**config.mk**
```make
export PLATFORM = sky130hd
export DESIGN_NAME = pixel_analyzer
export DESIGN_NICKNAME = d
export VERILOG_FILES = /design/src/rtl/pixel_analyzer_pkg.sv /design/src/rtl/pixel_analyzer_grad_calc.sv /design/src/rtl/pixel_analyzer.sv
export SDC_FILE = /design/constraint.sdc
export NUM_CORES = 1
export LEC_CHECK = 0
export BUFFER_PORTS_ARGS = -buffer_cell sky130_fd_sc_hd__buf_4
export CORE_UTILIZATION = 40
export CTS_BUF_LIST = sky130_fd_sc_hd__clkbuf_2
export DETAILED_ROUTE_END_ITERATION = 8
export PLACE_DENSITY_LB_ADDON = 0.05
export SLEW_MARGIN = 20
export SYNTH_ARGS = -nofsm -noshare
export SYNTH_HDL_FRONTEND = slang
export SYNTH_HIERARCHICAL = 1
export SYNTH_SLANG_ARGS = --single-unit
export TNS_END_PERCENT = 100
```
**constraint.sdc**
```tcl
create_clock -name clk -period 8.1 [get_ports clk]
set_input_delay 1.215 -clock clk [delete_from_list [all_inputs] [get_ports clk]]
set_output_delay 1.215 -clock clk [all_outputs]
set_load 0.01 [all_outputs]
```
**src/rtl/pixel_analyzer_pkg.sv**
```systemverilog
// Shared definitions for the pixel analyzer datapath.
//   IMG_W             : row pitch of the zero-padded 10x10 image memory
//   IDLE/ACC/REPORT   : frame accumulation FSM state encodings
//   ST_UP..ST_RIGHT   : neighbour selected by the controller's stage index
//   calcAddr()        : image address of the neighbour picked by stage
package pixel_analyzer_pkg;

  localparam int unsigned IMG_W = 10;

  localparam logic [1:0] IDLE   = 2'd0;
  localparam logic [1:0] ACC    = 2'd1;
  localparam logic [1:0] REPORT = 2'd2;

  localparam logic [1:0] ST_UP    = 2'd0;
  localparam logic [1:0] ST_DOWN  = 2'd1;
  localparam logic [1:0] ST_LEFT  = 2'd2;
  localparam logic [1:0] ST_RIGHT = 2'd3;

  // The largest legal address is 9*10+8 = 98, so 7-bit arithmetic never
  // wraps for centre pixels 1..8. Out-of-range x/y only occur while the
  // address is a don't-care.
  function automatic logic [6:0] calcAddr(input logic [3:0] x,
                                          input logic [3:0] y,
                                          input logic [1:0] stage);
    logic [6:0] row;
    logic [6:0] col;
    row = {3'd0, x};
    col = {3'd0, y};
    case (stage)
      ST_UP:    row = row - 7'd1;
      ST_DOWN:  row = row + 7'd1;
      ST_LEFT:  col = col - 7'd1;
      ST_RIGHT: col = col + 7'd1;
      default:  col = col + 7'd1;
    endcase
    return row * 7'(IMG_W) + col;
  endfunction

endpackage

```
**src/rtl/pixel_analyzer_grad_calc.sv**
```systemverilog
// Combinational gradient for one centre pixel: grad = |U-D| + |L-R|.
// Ports:
//   up_i, down_i, left_i, right_i : neighbour pixel values (DW bits)
//   grad_o                        : gradient, DW+1 bits (max 2*(2^DW-1))
//   isEdge_o                      : grad_o >= TH
module grad_calc
  import pixel_analyzer_pkg::*;
#(
  parameter int DW = 8,
  parameter int TH = 64
) (
  input  logic [DW-1:0] up_i,
  input  logic [DW-1:0] down_i,
  input  logic [DW-1:0] left_i,
  input  logic [DW-1:0] right_i,
  output logic [DW:0]   grad_o,
  output logic          isEdge_o
);

  logic [DW-1:0] diffV;
  logic [DW-1:0] diffH;

  // Absolute differences are formed by ordering the operands first, so the
  // subtraction never underflows and the sum needs only one extra bit.
  always_comb begin
    diffV    = (up_i >= down_i) ? (up_i - down_i) : (down_i - up_i);
    diffH    = (left_i >= right_i) ? (left_i - right_i) : (right_i - left_i);
    grad_o   = {1'b0, diffV} + {1'b0, diffH};
    isEdge_o = (grad_o >= (DW+1)'(TH));
  end

endmodule

```
**src/rtl/pixel_analyzer.sv**
```systemverilog
// Per-frame edge statistics for an 8x8 image scanned by the scan controller.
// For each centre pixel, four neighbours are read from a zero-padded 10x10
// memory (one per PROCESS stage). The gradient is accumulated on the
// ANALYZE cycle, and the frame result is published one cycle after the
// controller's DONE (ctrl_valid).
// Ports:
//   clk, rst_n             : clock, asynchronous active-low reset
//   busy, x, y, stage      : controller scan position and neighbour index
//   analyze_en, ctrl_valid : controller ANALYZE / DONE cycles
//   mem_addr, mem_rdata    : image read port (combinational address, 1-cycle data)
//   edge_cnt               : edge count of the last frame
//   max_grad, max_x, max_y : largest gradient of the last frame and its position
//   grad_sum               : sum of all gradients (only with PIXEL_ANALYZER_SUM_EN)
//   result_valid           : one-cycle pulse when the outputs update
// Configuration macro: PIXEL_ANALYZER_SUM_EN builds the gradient-sum
// accumulator. Without it, grad_sum is tied to 0.
module pixel_analyzer
  import pixel_analyzer_pkg::*;
#(
  parameter int DW = 8,
  parameter int TH = 64
) (
  input  logic          clk,
  input  logic          rst_n,
  input  logic          busy,
  input  logic [3:0]    x,
  input  logic [3:0]    y,
  input  logic [1:0]    stage,
  input  logic          analyze_en,
  input  logic          ctrl_valid,
  output logic [6:0]    mem_addr,
  input  logic [DW-1:0] mem_rdata,
  output logic [6:0]    edge_cnt,
  output logic [DW:0]   max_grad,
  output logic [3:0]    max_x,
  output logic [3:0]    max_y,
  output logic [14:0]   grad_sum,
  output logic          result_valid
);

  logic          fetch;
  logic          fetchDly_q;
  logic [1:0]    stageDly_q;
  logic [DW-1:0] up_q;
  logic [DW-1:0] down_q;
  logic [DW-1:0] left_q;
  logic [DW:0]   grad;
  logic          isEdge;
  logic [1:0]    state_q;
  logic [1:0]    state_d;
  logic          accLoad;
  logic          accAdd;
  logic          toReport;
  logic [6:0]    edgeAcc_q;
  logic [DW:0]   maxAcc_q;
  logic [3:0]    maxX_q;
  logic [3:0]    maxY_q;
  logic [6:0]    edgeCnt_q;
  logic [DW:0]   maxGrad_q;
  logic [3:0]    maxXOut_q;
  logic [3:0]    maxYOut_q;
  logic          resultValid_q;

  assign fetch    = busy & ~analyze_en & ~ctrl_valid;
  assign mem_addr = calcAddr(x, y, stage);

  // Read data returns one cycle after its address, so the stage is delayed
  // alongside fetch to steer the data into the right neighbour register.
  // The right neighbour lands in the ANALYZE cycle and feeds grad_calc
  // directly from mem_rdata.
  always_ff @(posedge clk or negedge rst_n) begin
    if (!rst_n) begin
      fetchDly_q <= 1'b0;
      stageDly_q <= 2'd0;
      up_q       <= '0;
      down_q     <= '0;
      left_q     <= '0;
    end else begin
      fetchDly_q <= fetch;
      stageDly_q <= stage;
      if (fetchDly_q) begin
        case (stageDly_q)
          ST_UP:   up_q   <= mem_rdata;
          ST_DOWN: down_q <= mem_rdata;
          ST_LEFT: left_q <= mem_rdata;
          default: ;
        endcase
      end
    end
  end

  grad_calc #(
    .DW (DW),
    .TH (TH)
  ) u_gradCalc (
    .up_i     (up_q),
    .down_i   (down_q),
    .left_i   (left_q),
    .right_i  (mem_rdata),
    .grad_o   (grad),
    .isEdge_o (isEdge)
  );

  // A DONE cycle takes priority over a coincident ANALYZE cycle. In that
  // case the pixel is dropped rather than folded into the closing frame.
  assign accLoad  = (state_q == IDLE) & analyze_en & ~ctrl_valid;
  assign accAdd   = (state_q == ACC) & analyze_en & ~ctrl_valid;
  assign toReport = (state_q == ACC) & ctrl_valid;

  // IDLE waits for the first pixel, ACC folds in the rest, and REPORT is
  // the single cycle in which the new frame result is presented.
  always_comb begin
    state_d = state_q;
    case (state_q)
      IDLE:    if (accLoad) state_d = ACC;
      ACC:     if (toReport) state_d = REPORT;
      REPORT:  state_d = IDLE;
      default: state_d = IDLE;
    endcase
  end

  // The first pixel of a frame seeds the running maximum unconditionally.
  // Later pixels replace it only when strictly larger, so the earliest
  // pixel in scan order keeps a tie.
  always_ff @(posedge clk or negedge rst_n) begin
    if (!rst_n) begin
      state_q   <= IDLE;
      edgeAcc_q <= '0;
      maxAcc_q  <= '0;
      maxX_q    <= '0;
      maxY_q    <= '0;
    end else begin
      state_q <= state_d;
      if (accLoad) begin
        edgeAcc_q <= 7'(isEdge);
        maxAcc_q  <= grad;
        maxX_q    <= x;
        maxY_q    <= y;
      end else if (accAdd) begin
        edgeAcc_q <= edgeAcc_q + 7'(isEdge);
        if (grad > maxAcc_q) begin
          maxAcc_q <= grad;
          maxX_q   <= x;
          maxY_q   <= y;
        end
      end
    end
  end

  // The result registers load as the FSM enters REPORT, so the outputs and
  // the result_valid pulse appear together one cycle after DONE. The
  // outputs then hold until the next frame completes.
  always_ff @(posedge clk or negedge rst_n) begin
    if (!rst_n) begin
      edgeCnt_q     <= '0;
      maxGrad_q     <= '0;
      maxXOut_q     <= '0;
      maxYOut_q     <= '0;
      resultValid_q <= 1'b0;
    end else begin
      resultValid_q <= toReport;
      if (toReport) begin
        edgeCnt_q <= edgeAcc_q;
        maxGrad_q <= maxAcc_q;
        maxXOut_q <= maxX_q;
        maxYOut_q <= maxY_q;
      end
    end
  end

  assign edge_cnt     = edgeCnt_q;
  assign max_grad     = maxGrad_q;
  assign max_x        = maxXOut_q;
  assign max_y        = maxYOut_q;
  assign result_valid = resultValid_q;

`ifdef PIXEL_ANALYZER_SUM_EN
  logic [14:0] sumAcc_q;
  logic [14:0] gradSum_q;

  // The gradient sum follows the same load/add/report timing as the edge
  // count. 64 * 510 fits in 15 bits, so the sum cannot overflow.
  always_ff @(posedge clk or negedge rst_n) begin
    if (!rst_n) begin
      sumAcc_q  <= '0;
      gradSum_q <= '0;
    end else begin
      if (accLoad) begin
        sumAcc_q <= 15'(grad);
      end else if (accAdd) begin
        sumAcc_q <= sumAcc_q + 15'(grad);
      end
      if (toReport) begin
        gradSum_q <= sumAcc_q;
      end
    end
  end

  assign grad_sum = gradSum_q;
`else
  assign grad_sum = '0;
`endif

endmodule

```
==> results <==
- The run finished with clean final reports.
- After detailed routing, the number of remaining DRC violations is 0.
- Of the total power, registers draw 20.7%.
- The worst min-delay path class is flop to flop.
- The leakage power figure is 0.00326 uW.
- Summing the areas of all and, or, nand and nor instances in the mapped netlist gives 13.5% of the synthesized area.
- The die outline height is 124 microns.
- The endpoint of the worst hold-timing path is edge_cnt[1].
- The main combinational cell family by area after synthesis is compound AO/OA/AOI/OAI gates.
- Summed over all nets, the switching power comes to 1510 uW.
- In this run the number of H-tree levels came out at 3.
- The wire length of the first global-routing pass is 21,100 microns.
- The first-pass iteration count of the detailed router is 4.
- The maximum fanout along the worst path is 18.
- The count of pins over their slew limit is 0.
- The fmax is 168 MHz.
- The via count of the first global-routing pass is 4,288.
- The dominant cell type by area after synthesis is dfrtp_1.
- The total of flip-flops plus latches after synthesis is 78.
- On the critical path, the stage with the largest delay is an instance of o21a_1.
- The mean number of vias per cell is 5.15.
- Of the cells placed in the final design, the portion with a size suffix greater than 1 is 18.8%.
- The synthesized netlist devotes 16.6% of its cell area to compound gates.
- The most frequent cell after synthesis is nand2_1.
- For the worst-skew pair, the clock arrives at the later sink with an insertion delay of 0.60 ns.
- The most instantiated flip-flop cell in the synthesis netlist is dfrtp_1.
- The chip width is 124 microns.
- The design draws 2890 uW.
- The number of antenna violations at the first check in global routing was 0.
- The synthesized netlist devotes 15.4% of its cell area to adder and majority cells.
- The count of cells along the worst register-to-register path is 18.
- The startpoint of the worst hold path is edge_cnt[1].
- Along the worst hold path, the cell count comes to 2.
- The final setup skew is 0.0532 ns.
- The startpoint identified for the worst register-to-register timing path is up_q[0].
- The type of element launching the critical path is a primary input.
- TritonCTS built the clock tree.
- The worst hold slack after final layout is 0.503 ns.
- STA puts the critical path data required time at 8.56 ns.
- The switching power share of the total is 52.3%.
- The data arrival time of the worst path is 6.40 ns.
- The critical path starts at mem_rdata[0].
- Of the total synthesized cell area, the portion taken by XOR and XNOR cells is 4.85%.
- The number of warnings printed during yosys synthesis is 6.
- In this run, the number of DRC markers left after iteration 0 of detailed routing was 214.
- The maximum clock insertion buffer count is 2.
- The count of port buffers added during placement is 54.
- After the flow finishes, the layout carries non-filler instances totaling 860.
- The overall track demand over capacity in global routing is 17.9%.
- Walking the worst path, the cells encountered are buf_4 -> ha_1 -> inv_1 -> fa_1 -> a21o_2 -> a21oi_1 -> o311a_1 -> mux2_4 -> ha_1 -> a211oi_1 -> o21ai_0 -> o31ai_1 -> xnor2_1 -> ha_1 -> nand3_2 -> a211oi_4 -> o21a_1 -> o211ai_1.
- For this run, the post-layout net count is 763.
- At the end of routability-driven placement, the weighted congestion stood at 0.878.
- The largest net degree at the start of global routing is 79.
- The number of distinct library cells after synthesis is 61.
- The synthesized design contains 0 enable-type register cells.
- The cell that appears most often on the critical path is ha_1.
- The post-CTS repair timing setup buffer count is 0.
- The total count of hold-check failures in the final report came to 0.
- Setup repair after global routing left no endpoint under its margin.
- The cell chosen for the clock root is clkbuf_2.
- The accumulated negative setup slack is 0 ns.
- At the pin with the least slew margin, the transition time is 0.835 ns.
- The peak supply drop is 0.407 mV.
- Summed over all layers, the routed wires come to 12,700 microns.
- The number of ports placed on the die boundary is 70.
- The count of inserted antenna diode cells is 0.
- The cell class contributing the biggest share of worst-path delay is compound AO/OA/AOI/OAI gates.
- The fraction of synthesized area in multiplexers is 7.75%.
- The tool flagged a number of max-cap violations equal to 0.
- The die area is 15,400 sq um.
- The worst register-to-register path ends at maxAcc_q[0].
- In this run the mean area of a mapped cell was 9.38 sq um.
- The type of the worst setup path is primary input to flop.
- The clock transition at the registers of the reported paths is 0.24 ns.
- The worst relative slew slack is 44.3%.
- In this run the remaining antenna-violating nets after routing total 0.
- The initial utilization of the core area, before any placement, comes to 41.0%.
- The cell area that synthesis handed to floorplanning was 5960 sq um.
- The number of buffers added to fix hold violations after cts is 0.
- Once placement completed, the tool counted placed cells totaling 844.
- The number of cells produced by synthesis is 635.
- The detailed-route via count is 4,428.
- The final core utilization is 44.4%.
- The area growth from synthesis to layout is 8.23%.
- The post-cts gate resize count is 0.
- Sorting the synthesized cells by area gives the leading types as dfrtp_1 (33%), ha_1 (13%), nand2_1 (7.2%), mux2_2 (4.7%), inv_1 (3.8%).
- Ranked by instance count, the synthesized netlist is headed by nand2_1 (114), dfrtp_1 (78), ha_1 (62).
- Detailed placement ended at an HPWL of 9560 microns.
- The clock share of power is 6.9%.
- The share of synthesized area in the top cell type comes to 32.8%.
- Sequential elements use 32.8% of the synthesized area.
- The proportion of synthesized flip-flops having asynchronous set or reset is 100%.
- The average detailed-routed wire length per instance is 14.7 microns.
- The power density over cell area is 448 nW/um^2.
- The internal power component is 1380 uW.
- The final period demand of the worst path is 5.94 ns.
- The number of buffers added by the clock tree synthesis step is 9.
- The worst path buffer plus inverter count is 2.
- The combinational cell fraction of total power is 72.3%.
- The part of the cycle the worst path needs is 73.3%.
- Row generation in the floorplan step produced 44 rows.
- STA classifies the critical path endpoint as a flop.
- In this design, the stage delay of the slowest critical-path cell is 0.78 ns.
- The CTS sink count is 78.
- The internal reg-to-reg setup slack is 2.30 ns.
- The area of the core is 14,500 sq um.
- The total overflow reported by the global router is 0.
- The final number of setup-violating endpoints is 0.
state kept, by name (all words and copies together), names as in the netlist, 2 cells and up:
signal	flops
maxAcc_q	9
stageDly_q	2
down_q	8
maxY_q	4
max_x	4
up_q	8
state_q	2
edge_cnt	7
max_y	4
maxX_q	4
max_grad	9
left_q	8
edgeAcc_q	7
cell families (layout without fill, tap and decap cells):
| logic type | count (synthesis) | in the layout |
|---|---|---|
| AOI/OAI and AO/OA | 138 | 138 |
| xor gates and xnor gates | 33 | 33 |
| adders and majority gates | 69 | 69 |
| buffers and inverters | 106 | 133 |
| DFF | 78 | 78 |
| muxes | 42 | 42 |
| other | 1 | 15 |
| and+or+nand+nor | 168 | 168 |
power by group through the flow:
stage / sequential [uW] / combinational (uW) / clock (uW)
finish: 599 / 2090 / 200
global route: 621 / 2340 / 230
CTS: 601 / 2100 / 214
detailed placement: 610 / 2090 / 0
global placement: 605 / 2040 / 0
floorplan: 611 / 1660 / 0
per-layer routing:
layer / track usage, % / vias up / wire, microns
met3: 3.66 / 14 / 441
met5: 0 / - / 0
met1: 24.8 / 2121 / 6450
met4: 5.43 / 0 / 163
li1: - / 2208 / -
met2: 27.9 / 85 / 5610
worst reg2reg max path, stage by stage (launching register included):
cell and delay, ns:
dfrtp_1 0.46, inv_1 0.07, ha_1 0.18, inv_1 0.06, fa_1 0.38, a21o_1 0.21, a21oi_1 0.17, o311a_1 0.45
mux2_4 0.36, ha_1 0.31, a211oi_1 0.25, o21ai_0 0.19, o31ai_1 0.29, xnor2_1 0.19, ha_1 0.35, nand3_2 0.17
a211oi_4 0.62, o21a_1 0.79, o211ai_1 0.20
layout make-up:
| cell class | instances | area [sq um] |
|---|---|---|
| fillers | 1430 | 8090 |
| clock buffers | 9 | 45.0 |
| clock inverters | 7 | 56.3 |
| multi-input cells | 465 | 3520 |
| well taps | 184 | 230 |
| inverters | 62 | 233 |
| repair buffers | 55 | 417 |
| flip-flops and latches | 78 | 1950 |
through the flow:
step / instance area, sq um / setup WS (ns)
finish: 6450 / 2.16
global route: 6450 / 1.90
CTS: 6440 / 2.27
detailed placement: 6340 / 1.58
global placement: 6340 / 1.77
floorplan: 6010 / 2.93
cell usage in the layout (no fill, tap or decap), types with 3 or more instances in the layout:
cell type | netlist | layout
nand2_1 | 114 | 114
dfrtp_1 | 78 | 78
ha_1 | 62 | 62
inv_1 | 60 | 60
buf_4 | 18 | 54
a21oi_1 | 32 | 32
mux2_2 | 25 | 25
o211ai_1 | 25 | 25
o21ai_0 | 23 | 23
xnor2_1 | 21 | 21
a21o_1 | 16 | 16
mux2i_1 | 15 | 15
conb_1 | 1 | 15
nor2_1 | 13 | 13
xor2_1 | 12 | 12
o211ai_2 | 10 | 10
clkbuf_2 | 0 | 9
fa_1 | 7 | 7
nand3b_1 | 6 | 6
nor2b_1 | 5 | 5
nand4_1 | 5 | 5
a211oi_1 | 5 | 5
o21a_1 | 4 | 4
a31oi_1 | 4 | 4
nand3_1 | 3 | 3
a22o_1 | 3 | 3
inv_6 | 0 | 3
how the worst max path moves through the flow:
stage                        endpoint  slack, ns  depth (start not counted)
after floorplan           maxAcc_q[2]       2.93                         21
after global placement    maxAcc_q[0]       1.77                         19
after detailed placement    maxX_q[0]       1.58                         18
after CTS                 maxAcc_q[0]       2.27                         18
after global routing      maxAcc_q[0]       1.90                         18
final                     maxAcc_q[0]       2.16                         18
Note: power is estimated with default switching activity, not from simulation.
